File: src/rtl/rf_pkg.sv
// ---------------------------------------------------------------------------
// rf_pkg -- definitions shared by the register-file writeback arbiter.
//
// Contents:
//   REG_ADDR_W / NUM_REGS / ZERO_REG : register file geometry
//   RF_DATA_W                        : default datapath width
//   reg_addr_t                       : register index type
//   wb_req_t                         : {valid, rd, data} write request record
//   wr_src_e                         : which requester owns the write port
//   reg_onehot()                     : register index -> one-hot busy mask
// ---------------------------------------------------------------------------
package rf_pkg;

    localparam int REG_ADDR_W = 5;
    localparam int NUM_REGS   = 32;
    localparam int RF_DATA_W  = 32;

    typedef logic [REG_ADDR_W-1:0] reg_addr_t;

    localparam reg_addr_t ZERO_REG = '0;

    // Canonical write request at the default datapath width. The top keeps
    // its own fields so that DATA_WIDTH can be overridden per instance.
    typedef struct packed {
        logic                 valid;
        reg_addr_t            rd;
        logic [RF_DATA_W-1:0] data;
    } wb_req_t;

    // Owner of the register file write port in the current cycle.
    typedef enum logic [1:0] {
        SRC_NONE   = 2'd0,
        SRC_WB     = 2'd1,
        SRC_FIFO   = 2'd2,
        SRC_BYPASS = 2'd3
    } wr_src_e;

    function automatic logic [NUM_REGS-1:0] reg_onehot(input reg_addr_t r);
        return NUM_REGS'(1) << r;
    endfunction

endpackage

File: src/rtl/rf_wb_fifo.sv
// ---------------------------------------------------------------------------
// rf_wb_fifo -- synchronous FIFO holding long-latency results that lost
// arbitration for the register file write port.
//
// Parameters: WIDTH (entry width), DEPTH (entries, power of two, >= 2)
// Ports:
//   clk, reset        clock and synchronous active-high reset
//   push_i, wdata_i   write request and data (ignored while full)
//   pop_i             remove head (ignored while empty)
//   head_o            current head entry (valid while !empty_o)
//   full_o, empty_o   occupancy flags
//
// Pointers carry one extra wrap bit so full and empty are distinguishable
// without a separate counter.
// ---------------------------------------------------------------------------
module rf_wb_fifo #(
    parameter int WIDTH = 37,
    parameter int DEPTH = 4
) (
    input  logic             clk,
    input  logic             reset,
    input  logic             push_i,
    input  logic             pop_i,
    input  logic [WIDTH-1:0] wdata_i,
    output logic [WIDTH-1:0] head_o,
    output logic             full_o,
    output logic             empty_o
);

    localparam int AW = $clog2(DEPTH);

    logic [AW:0]      wr_ptr_q, wr_ptr_d;
    logic [AW:0]      rd_ptr_q, rd_ptr_d;
    logic [WIDTH-1:0] mem_q [DEPTH];
    logic             do_push;
    logic             do_pop;

    assign empty_o = (wr_ptr_q == rd_ptr_q);
    assign full_o  = (wr_ptr_q[AW] != rd_ptr_q[AW]) &&
                     (wr_ptr_q[AW-1:0] == rd_ptr_q[AW-1:0]);

    assign do_push = push_i && !full_o;
    assign do_pop  = pop_i && !empty_o;

    assign head_o = mem_q[rd_ptr_q[AW-1:0]];

    always_comb begin
        wr_ptr_d = wr_ptr_q;
        rd_ptr_d = rd_ptr_q;
        if (do_push) begin
            wr_ptr_d = wr_ptr_q + 1'b1;
        end
        if (do_pop) begin
            rd_ptr_d = rd_ptr_q + 1'b1;
        end
    end

    always_ff @(posedge clk) begin
        if (reset) begin
            wr_ptr_q <= '0;
            rd_ptr_q <= '0;
        end else begin
            wr_ptr_q <= wr_ptr_d;
            rd_ptr_q <= rd_ptr_d;
        end
    end

    // Storage needs no reset: entries are only read between push and pop.
    always_ff @(posedge clk) begin
        if (!reset && do_push) begin
            mem_q[wr_ptr_q[AW-1:0]] <= wdata_i;
        end
    end

endmodule

File: src/rtl/rf_wb_arbiter.sv
// ---------------------------------------------------------------------------
// rf_wb_arbiter -- owns the single register file write port and shares it
// between the in-order writeback stage and the long-latency unit.
//
// Parameters:
//   DATA_WIDTH  register data width
//   FIFO_DEPTH  buffered long-latency results (power of two, >= 2)
//   STARVE_MAX  consecutive losses of a non-empty buffer before wb_hold
//               (must be >= 1)
//
// Ports:
//   clk, reset                        clock, synchronous active-high reset
//   wb_valid_i/wb_rd_i/wb_data_i      pipeline writeback request
//   wb_accept_o                       pipeline write granted this cycle
//   wb_hold_o                         registered; pipeline freezes writeback
//   lu_valid_i/lu_rd_i/lu_data_i      long-latency result
//   lu_ready_o                        result accepted on valid && ready
//   iss_valid_i/iss_long_i/iss_rd_i   issue-time scoreboard set
//   chk_rs1_i/chk_rs2_i/chk_rd_i      decode-stage registers to check
//   hazard_o                          decode must stall (RAW on rs1/rs2,
//                                     WAW on rd)
//   rf_wr_en_o/addr_o/data_o          register file write port; the file
//                                     commits on the following negedge
//
// Handshake: a long-latency result transfers in any cycle where lu_valid_i
// and lu_ready_o are both high; it is either written straight through
// (buffer empty, pipeline idle) or pushed to the buffer tail. lu_ready_o
// is low whenever the buffer is full, even if it pops that cycle.
//
// Build option: define RF_WB_EARLY_CLEAR_EN to let hazard_o ignore the busy
// bit of the register being written by a long-latency result this cycle.
// That is safe because the register file writes on the negedge, before
// decode samples its read data, and saves one stall cycle per result.
// ---------------------------------------------------------------------------
module rf_wb_arbiter
    import rf_pkg::*;
#(
    parameter int DATA_WIDTH = 32,
    parameter int FIFO_DEPTH = 4,
    parameter int STARVE_MAX = 3
) (
    input  logic                  clk,
    input  logic                  reset,

    input  logic                  wb_valid_i,
    input  logic [REG_ADDR_W-1:0] wb_rd_i,
    input  logic [DATA_WIDTH-1:0] wb_data_i,
    output logic                  wb_accept_o,
    output logic                  wb_hold_o,

    input  logic                  lu_valid_i,
    input  logic [REG_ADDR_W-1:0] lu_rd_i,
    input  logic [DATA_WIDTH-1:0] lu_data_i,
    output logic                  lu_ready_o,

    input  logic                  iss_valid_i,
    input  logic                  iss_long_i,
    input  logic [REG_ADDR_W-1:0] iss_rd_i,

    input  logic [REG_ADDR_W-1:0] chk_rs1_i,
    input  logic [REG_ADDR_W-1:0] chk_rs2_i,
    input  logic [REG_ADDR_W-1:0] chk_rd_i,
    output logic                  hazard_o,

    output logic                  rf_wr_en_o,
    output logic [REG_ADDR_W-1:0] rf_wr_addr_o,
    output logic [DATA_WIDTH-1:0] rf_wr_data_o
);

    localparam int               ENTRY_W    = REG_ADDR_W + DATA_WIDTH;
    localparam int               SW         = $clog2(STARVE_MAX + 1);
    localparam logic [SW-1:0]    STARVE_LIM = SW'(STARVE_MAX);

    // ------------------------------------------------------------------
    // Result buffer
    // ------------------------------------------------------------------
    logic                  fifo_push;
    logic                  fifo_pop;
    logic                  fifo_full;
    logic                  fifo_empty;
    logic [ENTRY_W-1:0]    fifo_head;
    logic [REG_ADDR_W-1:0] head_rd;
    logic [DATA_WIDTH-1:0] head_data;

    rf_wb_fifo #(
        .WIDTH (ENTRY_W),
        .DEPTH (FIFO_DEPTH)
    ) u_fifo (
        .clk     (clk),
        .reset   (reset),
        .push_i  (fifo_push),
        .pop_i   (fifo_pop),
        .wdata_i ({lu_rd_i, lu_data_i}),
        .head_o  (fifo_head),
        .full_o  (fifo_full),
        .empty_o (fifo_empty)
    );

    assign {head_rd, head_data} = fifo_head;

    // ------------------------------------------------------------------
    // State
    // ------------------------------------------------------------------
    logic [NUM_REGS-1:0] busy_q, busy_d;
    logic [SW-1:0]       starve_q, starve_d;
    logic                wb_hold_q, wb_hold_d;

    always_ff @(posedge clk) begin
        if (reset) begin
            busy_q    <= '0;
            starve_q  <= '0;
            wb_hold_q <= 1'b0;
        end else begin
            busy_q    <= busy_d;
            starve_q  <= starve_d;
            wb_hold_q <= wb_hold_d;
        end
    end

    // ------------------------------------------------------------------
    // Arbitration: a held pipeline yields to the buffer first; otherwise the
    // pipeline wins, then the buffer, then a direct long-latency bypass.
    // ------------------------------------------------------------------
    wr_src_e               src;
    logic [REG_ADDR_W-1:0] grant_rd;
    logic [DATA_WIDTH-1:0] grant_data;
    logic                  lu_write;

    always_comb begin
        src = SRC_NONE;
        if (!reset) begin
            if (wb_hold_q && !fifo_empty) begin
                src = SRC_FIFO;
            end else if (wb_valid_i) begin
                src = SRC_WB;
            end else if (!fifo_empty) begin
                src = SRC_FIFO;
            end else if (lu_valid_i) begin
                src = SRC_BYPASS;
            end
        end
    end

    always_comb begin
        grant_rd   = ZERO_REG;
        grant_data = '0;
        case (src)
            SRC_WB: begin
                grant_rd   = wb_rd_i;
                grant_data = wb_data_i;
            end
            SRC_FIFO: begin
                grant_rd   = head_rd;
                grant_data = head_data;
            end
            SRC_BYPASS: begin
                grant_rd   = lu_rd_i;
                grant_data = lu_data_i;
            end
            default: begin
                grant_rd   = ZERO_REG;
                grant_data = '0;
            end
        endcase
    end

    assign lu_write = (src == SRC_FIFO) || (src == SRC_BYPASS);

    assign wb_accept_o  = (src == SRC_WB);
    assign lu_ready_o   = !reset && !fifo_full;
    assign fifo_pop     = (src == SRC_FIFO);
    // A bypassed result is consumed directly; every other accepted one queues.
    assign fifo_push    = lu_valid_i && lu_ready_o && (src != SRC_BYPASS);

    // x0 requests still win arbitration and retire, but never reach the file.
    assign rf_wr_en_o   = (src != SRC_NONE) && (grant_rd != ZERO_REG);
    assign rf_wr_addr_o = grant_rd;
    assign rf_wr_data_o = grant_data;

    // ------------------------------------------------------------------
    // Busy scoreboard: set on long issue, cleared when the long result is
    // written. Set is applied after clear so a same-cycle reissue wins.
    // ------------------------------------------------------------------
    logic [NUM_REGS-1:0] set_mask;
    logic [NUM_REGS-1:0] clr_mask;
    logic [NUM_REGS-1:0] hz_busy;

    assign set_mask = (iss_valid_i && iss_long_i && (iss_rd_i != ZERO_REG))
                      ? reg_onehot(iss_rd_i) : '0;
    assign clr_mask = lu_write ? reg_onehot(grant_rd) : '0;

    assign busy_d = ((busy_q & ~clr_mask) | set_mask) & ~reg_onehot(ZERO_REG);

`ifdef RF_WB_EARLY_CLEAR_EN
    assign hz_busy = busy_q & ~clr_mask;
`else
    assign hz_busy = busy_q;
`endif

    assign hazard_o = !reset &&
                      (hz_busy[chk_rs1_i] | hz_busy[chk_rs2_i] | hz_busy[chk_rd_i]);

    // ------------------------------------------------------------------
    // Starvation: count consecutive cycles the buffer waits without a pop.
    // wb_hold rises on the edge where the count reaches STARVE_MAX and stays
    // up until the cycle after the buffer is seen empty.
    // ------------------------------------------------------------------
    always_comb begin
        starve_d = starve_q;
        if (fifo_empty || fifo_pop) begin
            starve_d = '0;
        end else if (starve_q != STARVE_LIM) begin
            starve_d = starve_q + 1'b1;
        end
    end

    always_comb begin
        wb_hold_d = wb_hold_q;
        if (fifo_empty) begin
            wb_hold_d = 1'b0;
        end else if (starve_d == STARVE_LIM) begin
            wb_hold_d = 1'b1;
        end
    end

    assign wb_hold_o = wb_hold_q;

    // ------------------------------------------------------------------
    // Illegal-input checks (simulation only)
    // ------------------------------------------------------------------
`ifndef SYNTHESIS
    a_wb_to_busy : assert property (@(posedge clk) disable iff (reset)
        !(wb_valid_i && busy_q[wb_rd_i]))
        else $error("pipeline writeback to busy register x%0d", wb_rd_i);

    a_iss_to_busy : assert property (@(posedge clk) disable iff (reset)
        !(iss_valid_i && iss_long_i && busy_q[iss_rd_i]))
        else $error("long-latency issue to busy register x%0d", iss_rd_i);
`endif

endmodule

File: config.mk
export PLATFORM = sky130hd
export DESIGN_NAME = rf_wb_arbiter
export DESIGN_NICKNAME = d
export VERILOG_FILES = /design/src/rtl/rf_pkg.sv /design/src/rtl/rf_wb_fifo.sv /design/src/rtl/rf_wb_arbiter.sv
export SDC_FILE = /design/constraint.sdc
export NUM_CORES = 1
export LEC_CHECK = 0
export CORE_ASPECT_RATIO = 0.75
export CORE_MARGIN = 2
export CORE_UTILIZATION = 45
export DETAILED_ROUTE_END_ITERATION = 6
export DONT_BUFFER_PORTS = 1
export GPL_TIMING_DRIVEN = 0
export MAX_ROUTING_LAYER = met4
export PLACE_DENSITY_LB_ADDON = 0.2
export SETUP_SLACK_MARGIN = 0.2
export SLEW_MARGIN = 40
export SYNTH_ARGS = -nofsm -noshare
export SYNTH_HDL_FRONTEND = slang
export SYNTH_SLANG_ARGS = --single-unit
File: constraint.sdc
create_clock -name clk -period 3.6 [get_ports clk]
set_clock_uncertainty 0.2 [all_clocks]
set_input_delay 0.72 -clock clk [delete_from_list [all_inputs] [get_ports clk]]
set_output_delay 0.72 -clock clk [all_outputs]
set_load 0.03 [all_outputs]
Word level (Yosys, flattened, before mapping)

Memories as Yosys holds them, arrays and structs flattened. A register that Yosys moved wholly into a read port is not among the register bits.
Index checks and enable logic that the tools add are counted.

Register bits after elaboration: 41
Bits in writable memories: 148
Input bits: 100
Logic and storage cells: 71
Memories: 1

Add/sub/neg operators: 3
Magnitude comparators: 3
Equality and inequality tests: 9
Shifts and indexed selects: 2
Muxes and demuxes: 21
Bitwise logic cells: 5
Reduce and logical (&&, ||, !) cells: 21

Memory list:

| memory       | words | bits a word | read ports | clocked after Yosys merged registers in | write ports | RTL line         | source |
|---|---|---|---|---|---|---|---|
| u_fifo.mem_q | 4     | 37          | 1          | 1                                       | 1           | rf_wb_fifo.sv:34 | `logic [WIDTH-1:0] mem_q [DEPTH];` |

Operator list:

| operator             | number |
|---|---|
| $pmux 32 s3          | 1 |
| $mux 32              | 2 |
| $shl 1x5->32 const A | 2 |
| $and 32x32->32       | 1 |
| $not 32->32          | 1 |
| $or 32x32->32        | 1 |
| $lt 5x6->1 const B   | 3 |
| $mux 2               | 9 |
| $bmux 1 s5           | 3 |
| $pmux 5 s3           | 1 |
| $logic_and 1x1->1    | 12 |
| $reduce_bool 5->1    | 2 |
| $add 3x1->3 const B  | 2 |
| $eq 2x2->1 const B   | 3 |
| $mux 1               | 5 |
| $ne 2x2->1 const B   | 2 |
| $eq 3x3->1           | 1 |
| $logic_not 1->1      | 3 |
| $add 2x1->2 const B  | 1 |
| $eq 2x1->1 const B   | 1 |
| $eq 2x2->1           | 1 |
| $logic_or 1x1->1     | 2 |
| $or 1x1->1           | 2 |
| $reduce_bool 2->1    | 1 |
| other kinds (2)      | 2 |

Logic depth before layout (Yosys ltp)

Depth after elaboration: 12
Gate-level depth with buffers: 9
Gate-level depth less buffers: 7

By module

A second synthesis with hierarchy kept.

Cells, all modules: 682
Area total of the unflattened synthesis: 9341.5 µm²

Modules (own cells, without submodules):

| module        | instances | cells each | area each (µm²) |
|---|---|---|---|
| rf_wb_fifo    | 1         | 263        | 5945.7 |
| rf_wb_arbiter | 1         | 419        | 3395.8 |

Least setup slack after synthesis

Ideal clock, no wire load.

Path kind: input to output
Start: input port reset
End: output port rf_wr_data_o[0]
Data arrival time: 2.700 ns
Setup slack: -0.020 ns
Stages: 8
Buffers on the path: 3
Path through: clkbuf_1 -> o21ba_2 -> nand4_1 -> buf_2 -> nand2_2 -> buf_2 -> mux2i_1 -> o21ai_0

Longest elaborated chain between the ends: 3
Elaborated cells on any way between the ends: 5

RTL lines:

| item                                            | RTL line             | source |
|---|---|---|
| start, declared                                 | rf_wb_arbiter.sv:43  | `input logic reset,` |
| $mux 2 *                                        | rf_wb_arbiter.sv:131 | `if (!reset) begin` |
| $eq 2x2->1 / $eq 2x1->1 (equally long branches) | rf_wb_arbiter.sv:147 | `case (src)` |
| $pmux 32 s3 *                                   | rf_wb_arbiter.sv:147 |  |
| end, declared                                   | rf_wb_arbiter.sv:67  | `output logic [DATA_WIDTH-1:0] rf_wr_data_o` |

Every way passes the cells marked *; elsewhere a longest branch is shown, timed or not.

Worst setup path in the final report

Start: register u_fifo.wr_ptr_q[1]
End: output port rf_wr_data_o[7]

Longest elaborated chain between the ends: 7
Elaborated cells on any way between the ends: 11

RTL lines:

| item                                               | RTL line                                   | source |
|---|---|---|
| start, declared                                    | rf_wb_fifo.sv:32                           | `logic [AW:0] wr_ptr_q, wr_ptr_d;` |
| start signal, assigned                             | rf_wb_fifo.sv:63                           | `wr_ptr_q <= wr_ptr_d;` |
| $eq 3x3->1 *                                       | rf_wb_fifo.sv:38                           | `assign empty_o = (wr_ptr_q == rd_ptr_q);` |
| $mux 2 / $logic_not 1->1 (equally long branches)   | rf_wb_arbiter.sv:136, rf_wb_arbiter.sv:132 |  |
| $mux 2 / $logic_and 1x1->1 (equally long branches) | rf_wb_arbiter.sv:134, rf_wb_arbiter.sv:132 |  |
| $mux 2 *                                           | rf_wb_arbiter.sv:132                       | `if (wb_hold_q && !fifo_empty) begin` |
| $mux 2 *                                           | rf_wb_arbiter.sv:131                       |  |
| $eq 2x1->1 *                                       | -                                          |  |
| named net wb_accept_o                              | rf_wb_arbiter.sv:48                        | `output logic wb_accept_o,` |
| $pmux 32 s3 *                                      | rf_wb_arbiter.sv:147                       |  |

The timed path passes the listed nets; every way through them passes the cells marked *.

==> summary.md <==
| Metric | Value |
|---|---|
| Status | complete, no violations |
| Slowest-stage cell, CP | o41a_1 |
| Top achievable clock speed | 291.9 MHz |
| Crit path DAT | 2.51 ns |
| H-tree depth | 4 |
| Yosys reg bits | 190 |
| # diodes | 0 |
| Sequential cell area fraction in the yosys report | 0.5678 |
| Drt drc | 0 |
| FFs w/ async S/R, synth | 0 |
| Via-to-Cell Ratio | 6.404 |
| Antenna violations before repair | 0 |
| Period utilization | 0.9517 |
| TritonCTS Buffers | 17 |
| Final WL | 25.74 mm |
| Worst Tran Pin Value | 0.7655 ns |
| Area leader, netlist | edfxtp_1 |
| Vias after detailed routing | 6494 |
| Hold Path Class | input pin to flip-flop |
| WS Path Type | flip-flop to output port |
| Most numerous cell in the Yosys netlist | edfxtp_1 |
| Unrepaired setup endpoints after global routing | true |
| Clock root cell | clkbuf_16 |
| Proportion of netlist area held by the largest area contributor | 0.4775 |
| Synth Warn # | 0 |
| FF+latch area | 0.005308 mm^2 |
| Clock slew at reported path FFs | 0.08 ns |
| DR iter-0 viols | 815 |
| Ranking of synthesized cells by area | edfxtp_1, mux4_2, dfxtp_1, mux2i_1, o21ai_0 |
| Die Wd | 170.1 um |
| Startpoint type of the worst setup path | flip-flop |
| Core area | 0.02027 mm^2 |
| Starting Density | 0.4592 |
| Share of layout cells above drive strength 1 | 0.3902 |
| Final setup violating endpoints | 0 |
| Minimum clock period | 3.426 ns |
| Boundary Pins | 142 |
| Largest net degree at the start of global routing | 28 |
| Max_slew headroom | 0.4912 |
| Primary FF master, synth | edfxtp_1 |
| Cell area after layout | 0.01174 mm^2 |
| Synth top cells by count | edfxtp_1, mux4_2, nand2_1 |
| Synthesized net count | 790 |
| Post-Synthesis Cells | 685 |
| Final hold violation count | 0 |
| Post-synth EDFFs | 148 |
| Die height | 128.6 um |
| Row cnt | 45 |
| Max-slew violation count | 0 |
| Max-cap violations | 0 |
| First-pass GRT wire length | 38.23 mm |
| Full die area | 0.02186 mm^2 |
| Layout Utilization | 0.5791 |
| Critical path cell sequence | xor2_4 > o41a_1 > a211oi_4 > buf_6 > buf_12 > buf_12 > nand2_2 > o21ai_4 |
| Cell variety after synth | 63 |
| DP Area | 0.009828 mm^2 |
| CTS tree | yes |
| Gr ovfl total | 0 |
| Critical Path RT | 2.68 ns |
| Lkg Pwr | 3.883 nW |
| PwrDens | 525.3 mW/mm^2 |
| Peak supply drop | 0.2890 mV |
| Clock Latency Late Sink | 0.44 ns |
| Post-DRT Antenna Nets | 0 |
| Port bufs | 0 |
| Fill cell count | 1542 |
| Mapped Avg Cell Area | 13.59 um^2 |
| GRT Total Usage | 0.2463 |
| WL per Instance | 25.38 um |
| Area grow syn2layout | 26.11% |
| Setup TNS | 0 ns |
| Area of the multi-input gates | 0.004712 mm^2 |
| CP most frequent cell | buf_12 |
| Max stage delay on crit path | 0.54 ns |
| Crit path max fanout | 6 |
| CTS sink cnt | 190 |
| Detailed Place HPWL | 17.48 mm |
| Post-synthesis cell area | 0.009308 mm^2 |
| Vias in the first global route | 6474 |
| GP Congestion | 0.9515 |
| Final Net Count | 848 |
| Iteration count of the initial detailed-routing pass | 6 |
| CP endpoint kind | output port |
| Longest Clk Path Bufs | 2 |
[kinds of logic after synthesis]
family / after synthesis / share of synthesized area
adder cells (fa/ha/maj): 5 / 0.006721
buffers and inverters: 54 / 0.02393
XOR/XNOR: 10 / 0.01183
AND/OR/NAND/NOR: 175 / 0.09020
multiplexers: 103 / 0.1969
AO/OA/AOI/OAI: 148 / 0.1026
flip-flops: 190 / 0.5678
[report_power, final]
part | switching (mW) | internal, mW | leakage, nW
Combinational | 1.05 | 0.798 | 1.91
Clock | 0.916 | 0.927 | 0.285
Sequential | 0.0387 | 2.43 | 1.68
Total | 2.01 | 4.16 | 3.88
[path summary, 6_finish.rpt]
path                 startpoint            endpoint  slack [ns]  depth (start not counted)
min reg2reg         starve_q[0]         starve_q[1]        0.30                          2
max          u_fifo.wr_ptr_q[1]     rf_wr_data_o[7]        0.17                          8
max reg2reg  u_fifo.wr_ptr_q[1]          busy_q[13]        0.59                          9
min                lu_data_i[6]  u_fifo.mem_q[2][6]        0.17                          0
[stage by stage]
stage,hold WS (ns),setup WS [ns],power (mW),instances
after CTS,0.1580,0.1855,5.922,998
after floorplan,0.2640,0.1849,3.512,685
after global placement,0.3062,-0.5108,3.763,943
after global routing,0.1422,0.1170,6.387,1014
after detailed placement,0.2889,-0.5153,3.783,947
final,0.1684,0.1738,6.165,1014
[final cells by class]
| class | count | area share |
|---|---|---|
| Buffer | 40 | 0.02825 |
| Inverter | 14 | 0.004797 |
| Timing Repair Buffer | 39 | 0.03710 |
| Multi-Input combinational cell | 441 | 0.4015 |
| Clock inverter | 14 | 0.01215 |
| Clock buffer | 18 | 0.03656 |
| Sequential cell | 190 | 0.4522 |
| Tap cell | 258 | 0.02750 |
[registers in the layout, indices dropped and copies added, names as in the netlist, named ones only]
name	flops
u_fifo.mem_q	148
busy_q	31
u_fifo.rd_ptr_q	3
u_fifo.wr_ptr_q	3
starve_q	2
wb_hold_o	1
[layout by cell type (no fill, tap or decap), types with 5 or more instances in the layout]
cell type and n:
edfxtp_1 148, mux4_2 64, nor2_1 35, dfxtp_1 34, a21oi_1 32, buf_4 32
o21ai_4 30, nor3_1 25, nand2_4 22, nand2_1 20, mux2i_1 19, clkbuf_16 19
o21ai_0 16, a31oi_1 15, mux2i_2 14, inv_1 13, nand2_2 12, buf_12 11
nand3_1 11, clkbuf_2 9, nand2b_1 9, clkbuf_1 9, nor2b_1 6, o32ai_1 6
clkbuf_4 5, mux2i_4 5, a311oi_1 5, ha_1 5, inv_8 5, dfxtp_4 5
[layer usage]
metal	wire [um]	GRT usage	vias to the layer above
met1	11380	0.3425	3357
met3	2084	0.07167	22
met2	11990	0.3596	269
li1	-	-	2846
met4	287	0.05933	0
met5	0	-	-
[worst max-delay path: cells and delay by family, from the launching register on]
family          cells  cell delay, ns
xor+xnor            1            0.20
compound gates      3            0.92
flops               1            0.39
buf+inv             3            0.46
simple gates        1            0.08
[what timing repair did]
item,CTS,global route
setup endpoints to repair,40,36
hold buffers,0,0
pin swaps,9,24
gates resized for setup,129,103
setup buffers,18,14
gates cloned,1,2
(Power assumes the default switching activity.)
